## config.mk

```make
export PLATFORM = sky130hd
export DESIGN_NAME = coreport_mc
export DESIGN_NICKNAME = d
export VERILOG_FILES = /design/src/rtl/coreport_mc.sv
export SDC_FILE = /design/constraint.sdc
export NUM_CORES = 1
export LEC_CHECK = 0
export CAP_MARGIN = 20
export CORE_ASPECT_RATIO = 0.5
export CORE_MARGIN = 2
export CORE_UTILIZATION = 45
export DETAILED_ROUTE_END_ITERATION = 8
export PLACE_DENSITY = 0.7
export SLEW_MARGIN = 10
export SYNTH_ARGS = -nofsm -noshare
export SYNTH_HDL_FRONTEND = slang
export SYNTH_SLANG_ARGS = --single-unit
```

## constraint.sdc

```tcl
create_clock -name wb_clk -period 2.1 [get_ports wb_clk]
set_input_delay 0.21 -clock wb_clk [delete_from_list [all_inputs] [get_ports wb_clk]]
set_output_delay 0.21 -clock wb_clk [all_outputs]
set_load 0.005 [all_outputs]
```

## src/rtl/coreport_mc.sv

```systemverilog
// Wishbone GPIO port: synchronised pad inputs, per-pin edge/level interrupts,
// W1C flags and atomic set/clear/toggle of the output latch.

module coreport_mc_pin (
    input  logic s,
    input  logic s_d,
    input  logic gate,
    input  logic ier,
    input  logic ipr,
    input  logic ibe,
    output logic evt
);
    logic rise, fall, edge_hit, lvl_hit;

    assign rise     = s & ~s_d;
    assign fall     = ~s & s_d;
    // Both-edges mode overrides polarity, but only in edge mode.
    assign edge_hit = ibe ? (rise | fall) : (ipr ? rise : fall);
    assign lvl_hit  = (s == ipr);
    assign evt      = gate & (ier ? edge_hit : lvl_hit);
endmodule

module coreport_mc #(
    parameter int WIDTH       = 32,
    parameter int SYNC_STAGES = 2
) (
    input  logic             wb_clk,
    input  logic             wb_rst_n,
    input  logic [31:0]      wb_adr_i,
    input  logic [31:0]      wb_dat_i,
    input  logic [3:0]       wb_sel_i,
    input  logic             wb_we_i,
    input  logic             wb_cyc_i,
    input  logic             wb_stb_i,
    input  logic [2:0]       wb_cti_i,
    input  logic [1:0]       wb_bte_i,
    output logic [31:0]      wb_dat_o,
    output logic             wb_ack_o,
    output logic             wb_err_o,
    output logic             wb_rty_o,
    input  logic [WIDTH-1:0] gpio_i,
    output logic [WIDTH-1:0] gpio_o,
    output logic [WIDTH-1:0] gpio_oe,
    output logic             irq
);
    localparam logic [7:0] A_DATA = 8'h00, A_DDR = 8'h04, A_IMR = 8'h08, A_IFR = 8'h0C,
                           A_IER  = 8'h10, A_IPR = 8'h14, A_IBE = 8'h18, A_SET = 8'h1C,
                           A_CLR  = 8'h20, A_TGL = 8'h24;

    logic [WIDTH-1:0] latch, ddr, imr, ifr, ier, ipr, ibe;
    logic [SYNC_STAGES-1:0][WIDTH-1:0] sync_q;
    logic [WIDTH-1:0] s, s_d, evt, rd_w, bm, wdm, w1c;
    logic [31:0]      bmask;
    logic [7:0]       off;
    logic             accept, mapped, wr_en;
    logic             unused_bits;

    assign unused_bits = ^{wb_adr_i[31:8], wb_cti_i, wb_bte_i, wb_dat_i, bmask};

    assign off     = wb_adr_i[7:0];
    assign accept  = wb_cyc_i & wb_stb_i & ~wb_ack_o & ~wb_err_o;
    assign wr_en   = accept & wb_we_i & mapped;
    assign bmask   = {{8{wb_sel_i[3]}}, {8{wb_sel_i[2]}}, {8{wb_sel_i[1]}}, {8{wb_sel_i[0]}}};
    assign bm      = bmask[WIDTH-1:0];
    assign wdm     = wb_dat_i[WIDTH-1:0] & bm;
    assign w1c     = (wr_en && off == A_IFR) ? wdm : '0;
    assign s       = sync_q[SYNC_STAGES-1];
    assign gpio_o  = latch;
    assign gpio_oe = ddr;
    assign wb_rty_o = 1'b0;

    always_ff @(posedge wb_clk or negedge wb_rst_n) begin
        if (!wb_rst_n) begin
            sync_q <= '0;
            s_d    <= '0;
        end else begin
            sync_q <= {sync_q[SYNC_STAGES-2:0], gpio_i};
            s_d    <= s;
        end
    end

    for (genvar i = 0; i < WIDTH; i++) begin : g_pin
        coreport_mc_pin u_pin (
            .s    (s[i]),
            .s_d  (s_d[i]),
            .gate (imr[i] & ~ddr[i]),
            .ier  (ier[i]),
            .ipr  (ipr[i]),
            .ibe  (ibe[i]),
            .evt  (evt[i])
        );
    end

    always_comb begin
        mapped = 1'b1;
        rd_w   = '0;
        case (off)
            A_DATA: rd_w = (ddr & latch) | (~ddr & s);
            A_DDR:  rd_w = ddr;
            A_IMR:  rd_w = imr;
            A_IFR:  rd_w = ifr;
            A_IER:  rd_w = ier;
            A_IPR:  rd_w = ipr;
            A_IBE:  rd_w = ibe;
            A_SET, A_CLR, A_TGL: rd_w = '0;
            default: mapped = 1'b0;
        endcase
    end

    always_ff @(posedge wb_clk or negedge wb_rst_n) begin
        if (!wb_rst_n) begin
            latch <= '0;
            ddr   <= '0;
            imr   <= '0;
            ier   <= '0;
            ipr   <= '0;
            ibe   <= '0;
        end else if (wr_en) begin
            case (off)
                A_DATA: latch <= (latch & ~bm) | wdm;
                A_DDR:  ddr   <= (ddr & ~bm) | wdm;
                A_IMR:  imr   <= (imr & ~bm) | wdm;
                A_IER:  ier   <= (ier & ~bm) | wdm;
                A_IPR:  ipr   <= (ipr & ~bm) | wdm;
                A_IBE:  ibe   <= (ibe & ~bm) | wdm;
                A_SET:  latch <= latch | wdm;
                A_CLR:  latch <= latch & ~wdm;
                A_TGL:  latch <= latch ^ wdm;
                default: ;
            endcase
        end
    end

    // A new event wins over a same-cycle clear so no edge is lost.
    always_ff @(posedge wb_clk or negedge wb_rst_n) begin
        if (!wb_rst_n) begin
            ifr <= '0;
            irq <= 1'b0;
        end else begin
            ifr <= (ifr & ~w1c) | evt;
            irq <= |(ifr & imr);
        end
    end

    always_ff @(posedge wb_clk or negedge wb_rst_n) begin
        if (!wb_rst_n) begin
            wb_dat_o <= '0;
            wb_ack_o <= 1'b0;
            wb_err_o <= 1'b0;
        end else begin
            wb_ack_o <= accept & mapped;
            wb_err_o <= accept & ~mapped;
            if (accept) wb_dat_o <= 32'(rd_w);
        end
    end
endmodule

```

==> results of run 1 <==
## area by class of cell
class,instances,share of cell area (%)
Clock buffer,50,4.46
Clock inverter,14,0.464
Tap cell,540,2.88
Antenna cell,1,0.0107
Sequential cell,355,37.9
Multi-Input combinational cell,1182,38.1
Inverter,68,1.09
Timing Repair Buffer,340,15.1
## stage by stage
stage | TNS (ns) | utilization [%]
floorplan | 0 | -
global placement | -75.72 | 55.0
detailed placement | -78.98 | 55.0
CTS | 0 | 57.9
global route | 0 | 58.0
finish | 0 | 58.0
## power by group through the flow
stage | sequential (mW) | combinational [mW] | clock [mW]
after floorplan | 7.17 | 0.528 | 0
after global placement | 7.20 | 1.23 | 0
after detailed placement | 7.20 | 1.26 | 0
after CTS | 7.08 | 1.27 | 6.50
after global routing | 7.09 | 1.40 | 6.78
final | 7.08 | 1.28 | 6.41
## kinds of logic after synthesis
logic type / share of synthesized area [%]
simple gates: 10.3
other cells: 0.0203
compound gates: 14.2
xor+xnor: 1.52
fa+ha+maj: 6.52
flops: 48.2
mux: 15.8
buf+inv: 3.47
## metal layers
layer | part of all wire [%] | up-vias
met3 | 7.7 | 126
li1 | - | 6669
met2 | 46 | 541
met5 | 0 | -
met1 | 42 | 7547
met4 | 3.4 | 0
## what timing repair did
| action | in CTS | in global routing |
|---|---|---|
| pin swaps | 1 | 3 |
| buffers inserted | 0 | 3 |
| gates resized for setup | 1 | 4 |
| endpoints found under the setup margin | 50 | 104 |
| hold endpoints to repair | 44 | 0 |
| hold buffers | 1 | 0 |
## cells in the final DEF (no fill, tap or decap), types with 4 or more instances in the layout
| master | Yosys | routed |
|---|---|---|
| mux2i_1 | 54 | 54 |
| nor2_2 | 10 | 12 |
| buf_4 | 6 | 118 |
| nand2_1 | 255 | 254 |
| o211ai_1 | 33 | 33 |
| xor2_1 | 32 | 32 |
| clkinv_2 | 0 | 9 |
| mux2_1 | 4 | 4 |
| nor3_1 | 10 | 10 |
| a221oi_1 | 5 | 5 |
| ha_1 | 96 | 96 |
| inv_1 | 68 | 68 |
| mux2_2 | 200 | 200 |
| nand3_1 | 12 | 12 |
| clkbuf_1 | 36 | 6 |
| a22oi_1 | 59 | 59 |
| a31oi_1 | 7 | 7 |
| clkdlybuf4s50_1 | 0 | 176 |
| o22ai_1 | 19 | 19 |
| clkbuf_8 | 0 | 7 |
| nor2_1 | 19 | 17 |
| nand2_2 | 3 | 4 |
| clkbuf_16 | 0 | 37 |
| nand3b_1 | 32 | 32 |
| o21ai_0 | 154 | 154 |
| nor2_4 | 11 | 11 |
| o31ai_1 | 32 | 32 |
| a21oi_1 | 43 | 43 |
| buf_12 | 0 | 43 |
| a221o_1 | 10 | 10 |
| a21oi_2 | 28 | 28 |
| nand4_1 | 4 | 4 |
| dfrtp_1 | 355 | 355 |
## final timing paths
check / from / to / slack (ns)
max in group asynchronous: wb_rst_n / async pin / 1.18
worst max-delay path: wb_err_o$_DFF_PN0_ / wb_dat_o[24]$_DFFE_PN0P_ / 0.07
worst min-delay path: gpio_i[14] / sync_q[14]$_DFF_PN0_ / 0.1
worst min register to register: sync_q[15]$_DFF_PN0_ / s[15]$_DFF_PN0_ / 0.34
worst max register to register: wb_err_o$_DFF_PN0_ / wb_dat_o[24]$_DFFE_PN0P_ / 0.07
min in group asynchronous: wb_rst_n / sync_q[11]$_DFF_PN0_ / 0.19
==> results.py, run 1 <==
metrics = {
    "synthesis": {
        "ys.flop_type": "dfrtp_1",
        "syn_avg_cell_area_um2": 11.0,
        "netlist_instances": 1676,
        "async_flop_share_pct": 100,
        "synth_edf_count": 0,
        "syn_area_mm2": 0.0184,
        "synth_common_cells": "dfrtp_1, nand2_1, mux2_2",
        "synth_top_area_share_pct": 48.2,
        "synthTopCellsByArea": "dfrtp_1, mux2_2, ha_1",
        "synthesis.nets": 1882,
        "synth.most_common_cell": "dfrtp_1",
        "synth.yosys.warnings": 0,
        "ys_seq_area_share_pct": 48.2,
        "ys_ff_latch": 355,
        "synth_cell_type_count": 62,
        "yosysTopAreaCell": "dfrtp_1",
    },
    "route": {
        "num_vias": 14900,
        "vias_per_cell": 5.84,
        "routed_wirelength_um": 57000,
        "drt_pass1_iterations": 6,
        "antenna_left": 0,
        "drtIter0Drc": 1305,
        "drc": 0,
        "wl_per_cell_um": 22.4,
    },
    "sta": {
        "maxSlewHeadroom_pct": 61.8,
        "hold_ws_ns": 0.0993,
        "worstMarginPinSlew_ns": 0.573,
        "finalCritPeriodShare_pct": 96.5,
        "final_max_slew_viol_count": 0,
        "hold_viol_final": 0,
        "min_period_ns": 2.03,
        "rsz0062_at_grt": "false",
        "fin_ws_ns": 0.0743,
        "final.setup_skew_ns": 0.0161,
        "fmaxAchievable_mhz": 494,
        "setup_viol": 0,
    },
    "pwr": {
        "p_leak_nw": 10.5,
        "power_frac_comb_pct": 8.7,
        "p_seq_share_pct": 47.9,
        "p_int_mw": 11.1,
        "p_sw_mw": 3.64,
        "netSwitchingFraction_pct": 24.7,
        "power.density_mw_per_mm2": 630,
        "total_power_mw": 14.8,
        "ir_drop_v": 0.000625,
        "p_clk_share_pct": 43.4,
    },
    "final_layout": {
        "area_growth_pct": 27.2,
        "finish.instance_area_mm2": 0.0234,
        "nNetsFinal": 2189,
        "num-fill-cells": 3304,
        "multi_input_area_mm2": 0.00894,
        "drive_above_1_share_pct": 24.4,
        "regArea_mm2": 0.00888,
        "fin_cells": 2550,
    },
    "grt": {
        "grt_use_met1_pct": 36.3,
        "first_global_vias": 14800,
        "grt_pass1_wl_um": 88100,
        "track_usage_pct": 26.8,
        "grt_max_degree": 55,
        "use_met2_pct": 42.8,
        "grt_overflow": 0,
        "antenna_found_initial": 1,
        "grt_use_met3_pct": 5.79,
        "busiest_layer": "met2",
    },
    "floorplan": {
        "die_area_mm2": 0.0427,
        "rows": 52,
        "start_util_pct": 45.6,
        "core-area_mm2": 0.0404,
        "die_h_um": 147,
        "ios": 210,
        "die_x_um": 290,
    },
    "worst_setup_path": {
        "crit_path_max_incr_delay_ns": 0.61,
        "end_kind": "register",
        "critPathBufInv": 2,
        "worstSetupPathType": "reg2reg",
        "reg2reg_depth": 6,
        "cp_max_fo": 9,
        "slowest_stage": "or4_4",
        "path_cells": "nand4bb_4, buf_4, or4_4, buf_12, nor2_1, a221o_1",
        "start_kind": "register",
        "cp_top_family": "simple AND/OR/NAND/NOR gates",
        "required_ns": 2.57,
        "cp.arrival_ns": 2.50,
        "path_depth": 6,
    },
    "outcome": {
        "status": "complete, no violations",
    },
    "clocking": {
        "path_clk_slew_ns": 0.06,
        "cts_buffer_depth": 3,
        "clkLatencyLatePin_ns": 0.55,
        "numCtsBuffers": 36,
        "clock_sinks": 355,
        "root_buffer": "clkbuf_16",
        "cts_tree": "done",
        "h-tree-depth": 2,
    },
    "placed_design": {
        "place_area_mm2": 0.0222,
        "place_congestion": 0.907,
        "placed_cells": 2481,
        "dp_slack_ns": -0.472,
        "hpwlAfterDp_um": 41100,
        "port_buffers": 179,
    },
    "hold_path": {
        "holdCritPathClass": "in2reg",
        "min_path_cells": 1,
    },
    "job": {
        "cap_violations": 0,
    },
}
(Power assumes the default switching activity.)
==> run 2, diff against run 1 <==
- CORE_UTILIZATION: 45 -> 51
- HOLD_SLACK_MARGIN: unset -> 0.06
- PLACE_DENSITY: 0.7 -> 0.77
==> run 2 against run 1 <==
Compared with the run above:
- register-to-register slack gained 0.07 ns
- sequential power is essentially flat
- utilization grew 7.1 points
- critical path depth grew 2
- largest cell class unchanged
- clock-buffer cell count grew 4
- routed wire length shrank 0.25%
- critical endpoint is now wb_dat_o[9]$_DFFE_PN0P_
- final cell count shrank 2.3%
- non-clock buffer count grew 1
- combinational power is essentially flat
==> results.py, run 2 (synthesized netlist as in run 1, its figures left out) <==
metrics = {
    "route": {
        "num_vias": 15200,
        "routed_wirelength_um": 56900,
        "vias_per_cell": 6.09,
        "drtIter0Drc": 1522,
        "drt_pass1_iterations": 5,
        "dr.max_layer_used": "met4",
        "wl_per_cell_um": 22.8,
        "route.met2.wl_um": 26500,
        "wl_met3_um": 5460,
        "antenna_left": 0,
        "wl_met1_um": 22700,
        "drc": 0,
    },
    "final_layout": {
        "final_common_cell": "dfrtp_1",
        "drive_above_1_share_pct": 24.2,
        "nNetsFinal": 2189,
        "regArea_mm2": 0.00888,
        "antennaDiodeCount": 0,
        "num-fill-cells": 2656,
        "finish.instance_area_mm2": 0.0233,
        "fin_cells": 2492,
        "multi_input_area_mm2": 0.00894,
        "layout_common_cells": "dfrtp_1, nand2_1, mux2_2",
        "area_growth_pct": 26.4,
    },
    "sta": {
        "finalCritPeriodShare_pct": 97.2,
        "hold_viol_final": 0,
        "min_period_ns": 2.04,
        "hold_ws_ns": 0.111,
        "rsz0062_at_grt": "false",
        "maxSlewHeadroom_pct": 65.1,
        "setup_viol": 0,
        "final.setup_skew_ns": 0.0123,
        "final_max_slew_viol_count": 0,
        "fmaxAchievable_mhz": 490,
        "worstMarginPinSlew_ns": 0.524,
        "fin_ws_ns": 0.0583,
    },
    "placed_design": {
        "dp_slack_ns": -0.469,
        "hpwlAfterDp_um": 40500,
        "port_buffers": 179,
        "placed_cells": 2427,
        "place_area_mm2": 0.0221,
        "place_congestion": 0.937,
    },
    "worst_setup_path": {
        "start_kind": "primary input",
        "end_kind": "register",
        "cp.arrival_ns": 2.49,
        "required_ns": 2.55,
        "reg2reg_slack_ns": 0.14,
        "worstSetupPathType": "in2reg",
        "cp_max_fo": 14,
    },
    "clocking": {
        "root_buffer": "clkbuf_16",
        "path_clk_slew_ns": 0.06,
        "cts_tree": "done",
        "numCtsBuffers": 35,
        "clock_sinks": 355,
        "clkLatencyLatePin_ns": 0.53,
        "h-tree-depth": 2,
        "cts_buffer_depth": 3,
    },
    "floorplan": {
        "die_h_um": 138,
        "core-area_mm2": 0.0357,
        "ios": 210,
        "start_util_pct": 51.6,
        "die_area_mm2": 0.0378,
        "die_x_um": 273,
        "rows": 49,
    },
    "pwr": {
        "ir_drop_v": 0.000417,
        "power.density_mw_per_mm2": 628,
        "p_leak_nw": 10.5,
        "total_power_mw": 14.6,
    },
    "grt": {
        "grt_max_degree": 60,
        "track_usage_pct": 30.1,
        "grt_overflow": 0,
        "first_global_vias": 15300,
        "grt_pass1_wl_um": 87900,
        "antenna_found_initial": 0,
    },
    "hold_path": {
        "holdCritPathClass": "in2reg",
    },
    "outcome": {
        "status": "complete, no violations",
    },
    "job": {
        "cap_violations": 0,
    },
}
## run 2: what timing repair did
action                                  CTS  global route
hold buffers                              1             0
endpoints found under the hold margin   103             0
pin swaps                                 1             5
setup buffers                             2             0
endpoints found under the setup margin    3           123
resized for setup                         1             6
## run 2: layout make-up
type | count | area share, %
Inverter | 68 | 1.10
Multi-Input combinational cell | 1182 | 38.4
Timing Repair Buffer | 341 | 15.0
Clock buffer | 54 | 4.51
Sequential cell | 355 | 38.1
Clock inverter | 8 | 0.290
Tap cell | 484 | 2.60
## run 2: metal layers
layer / global-route usage (%) / up-vias
met5: 0 / -
met4: 12.0 / 0
met3: 6.25 / 169
met2: 48.1 / 763
met1: 40.5 / 7570
li1: - / 6665
## run 2: critical path, stage by stage
cell	delay (ns)
clkdlybuf4s50_1	0.52
nor4b_4	0.30
buf_4	0.18
buf_4	0.27
and2_1	0.48
buf_4	0.23
a31oi_1	0.10
a31oi_1	0.18
## run 2: path summary, 6_finish.rpt
kind | startpoint | endpoint | cells after the start
max | wb_adr_i[6] | wb_dat_o[9]$_DFFE_PN0P_ | 8
max in group asynchronous | wb_rst_n | async pin | 3
max reg2reg | wb_err_o$_DFF_PN0_ | wb_dat_o[24]$_DFFE_PN0P_ | 6
min reg2reg | sync_q[10]$_DFF_PN0_ | s[10]$_DFF_PN0_ | 0
min in group asynchronous | wb_rst_n | gpio_o[15]$_DFFE_PN0P_ | 2
min | gpio_i[12] | sync_q[12]$_DFF_PN0_ | 1
## run 2: through the flow
step / TNS (ns) / utilization, %
global route: 0 / 65.2
floorplan: 0 / -
finish: 0 / 65.2
global placement: -65.21 / 61.9
detailed placement: -69.95 / 61.9
CTS: 0 / 65.1
## run 2: report_power, final
group,switching [mW],internal [mW]
combinational,0.743,0.544
clock,2.69,3.57
sequential,0.115,6.96
total,3.55,11.1
==> run 3, diff against run 2 <==
==> constraint.sdc (replaced) <==
create_clock -name wb_clk -period 2.1 [get_ports wb_clk]
set_input_delay 0.21 -clock wb_clk [delete_from_list [all_inputs] [get_ports wb_clk]]
set_output_delay 0.21 -clock wb_clk [all_outputs]
set_load 0.1 [all_outputs]
==> run 3 against run 2 <==
Compared with the run above:
- worst setup slack improved by 0.0049 ns
- first-iteration DRC count increased by 3.9%
- final area is essentially flat
- critical endpoint is now wb_dat_o[26]$_DFFE_PN0P_
- utilization fell by 0.063 points
- final cell count is 0.16% higher
- clock power is 4.0% higher
- hold slack worse by 0.0057 ns
- routed wire length is 1.8% higher
- non-clock buffer count grew 5
- combinational power up 12%
==> results.py, run 3 (synthesized netlist as in run 1, its figures left out) <==
metrics = {
    "outcome": {
        "status": "complete, no violations",
    },
    "clocking": {
        "numCtsBuffers": 34,
        "cts_buffer_depth": 3,
        "clkLatencyLatePin_ns": 0.54,
        "root_buffer": "clkbuf_16",
        "path_clk_slew_ns": 0.06,
        "clock_sinks": 355,
        "h-tree-depth": 2,
        "cts_tree": "done",
    },
    "grt": {
        "grt_max_degree": 69,
        "first_global_vias": 14800,
        "track_usage_pct": 30.6,
        "grt_overflow": 0,
        "grt_use_met1_pct": 42.6,
        "grt_use_met3_pct": 6.08,
        "use_met2_pct": 47.7,
        "antenna_found_initial": 1,
        "busiest_layer": "met2",
        "grt_pass1_wl_um": 88500,
    },
    "pwr": {
        "power.density_mw_per_mm2": 646,
        "p_seq_share_pct": 47.1,
        "p_clk_share_pct": 43.3,
        "p_leak_nw": 10.7,
        "ir_drop_v": 0.000469,
        "p_sw_mw": 3.75,
        "netSwitchingFraction_pct": 24.9,
        "power_frac_comb_pct": 9.6,
        "p_int_mw": 11.3,
    },
    "route": {
        "drt_pass1_iterations": 6,
        "antenna_left": 0,
        "routed_wirelength_um": 57900,
        "num_vias": 15100,
        "wl_per_cell_um": 23.2,
        "vias_per_cell": 6.06,
        "drc": 0,
        "drtIter0Drc": 1581,
    },
    "final_layout": {
        "area_growth_pct": 26.2,
        "regArea_mm2": 0.00889,
        "fin_cells": 2496,
        "finish.instance_area_mm2": 0.0233,
        "num-fill-cells": 2649,
        "nNetsFinal": 2193,
        "layout_common_cells": "dfrtp_1, nand2_1, buf_4",
        "multi_input_area_mm2": 0.00903,
        "final_common_cell": "dfrtp_1",
        "drive_above_1_share_pct": 29.6,
    },
    "floorplan": {
        "die_area_mm2": 0.0378,
        "start_util_pct": 51.6,
        "ios": 210,
        "die_h_um": 138,
        "die_x_um": 273,
        "core-area_mm2": 0.0357,
        "rows": 49,
    },
    "sta": {
        "hold_ws_ns": 0.105,
        "min_period_ns": 2.04,
        "fmaxAchievable_mhz": 491,
        "worstMarginPinSlew_ns": 0.565,
        "final.setup_skew_ns": 0.0159,
        "final_max_slew_viol_count": 0,
        "finalCritPeriodShare_pct": 97.0,
        "maxSlewHeadroom_pct": 62.0,
        "setup_viol": 0,
        "hold_viol_final": 0,
    },
    "worst_setup_path": {
        "required_ns": 2.57,
        "end_kind": "register",
        "crit_path_max_incr_delay_ns": 0.67,
        "start_kind": "register",
        "cp_max_fo": 10,
        "cp.arrival_ns": 2.51,
        "slowest_stage": "or4_4",
        "path_cells": "nand4bb_4, buf_6, or4_4, a211oi_2, a221o_1",
        "worstSetupPathType": "reg2reg",
    },
    "placed_design": {
        "hpwlAfterDp_um": 41500,
        "placed_cells": 2431,
        "place_congestion": 0.985,
        "port_buffers": 179,
        "place_area_mm2": 0.0220,
    },
    "hold_path": {
        "holdCritPathClass": "in2reg",
    },
    "job": {
        "cap_violations": 0,
    },
}
-- run 3: cell count changes in the layout (fill, tap and decap cells not counted), sizes merged --
| cell | previous run | this run |
|---|---|---|
| buf | 164 | 268 |
| bufinv | 1 | 3 |
| clkbuf | 54 | 50 |
| clkdlybuf4s50 | 174 | 77 |
| clkinv | 6 | 3 |
| clkinvlp | 1 | 3 |
| diode | 0 | 2 |
| dlymetal6s2s | 2 | 0 |
-- run 3: cell type report --
type / count / share of cell area (%)
multi-input combinational: 1182 / 38.8
clock buffer: 50 / 4.40
inverter: 68 / 1.10
sequential: 355 / 38.2
tap: 484 / 2.60
clock inverter: 9 / 0.565
antenna: 2 / 0.0215
timing repair buffer: 346 / 14.3
-- run 3: worst max-delay path: cells and delay by family, from the launching register on --
kind / cells / cell delay [ns]
flops: 1 / 0.49
compound gates: 2 / 0.32
simple gates: 2 / 0.95
buf+inv: 1 / 0.21
-- run 3: per-stage QoR --
| stage | total power [mW] | setup WS (ns) | TNS, ns | util, % |
|---|---|---|---|---|
| global route | 15.5 | -0.00553 | -0.0133 | 65.1 |
| CTS | 15.1 | -0.0142 | -0.0534 | 64.9 |
| global placement | 8.58 | -0.443 | -78.11 | 61.6 |
| finish | 15.0 | 0.0632 | 0 | 65.1 |
| floorplan | 7.84 | 0.00390 | 0 | - |
| detailed placement | 8.62 | -0.500 | -87.36 | 61.6 |
-- run 3: repair_timing --
action | in CTS | in global routing
buffers inserted | 1 | 2
pin swaps | 3 | 3
endpoints found under the hold margin | 355 | 0
hold buffers | 1 | 0
resized for setup | 0 | 9
cloned | 0 | 0
endpoints found under the setup margin | 32 | 124
-- run 3: power groups by stage --
stage | Combinational, mW | Clock (mW) | Sequential, mW
after detailed placement | 1.42 | 0 | 7.20
after global routing | 1.57 | 6.87 | 7.09
final | 1.45 | 6.51 | 7.08
after CTS | 1.43 | 6.55 | 7.08
after global placement | 1.38 | 0 | 7.20
after floorplan | 0.542 | 0 | 7.29
-- run 3: path summary, 6_finish.rpt --
kind | slack [ns] | startpoint | cells past startpoint | to
min in group asynchronous | 0.19 | wb_rst_n | 2 | wb_dat_o[9]$_DFFE_PN0P_
hold / removal | 0.10 | gpio_i[14] | 1 | sync_q[14]$_DFF_PN0_
setup reg to reg | 0.06 | wb_err_o$_DFF_PN0_ | 5 | wb_dat_o[26]$_DFFE_PN0P_
hold reg to reg | 0.34 | sync_q[18]$_DFF_PN0_ | 0 | s[18]$_DFF_PN0_
max in group asynchronous | 1.16 | wb_rst_n | 3 | wb_err_o$_DFF_PN0_
setup / recovery | 0.06 | wb_err_o$_DFF_PN0_ | 5 | wb_dat_o[26]$_DFFE_PN0P_
-- run 3: layer usage --
layer  share of wire, %  wire length, µm
met2                 46            26800
met4                3.6             2060
met3                8.5             4920
met1                 42            24100
met5                  0                0
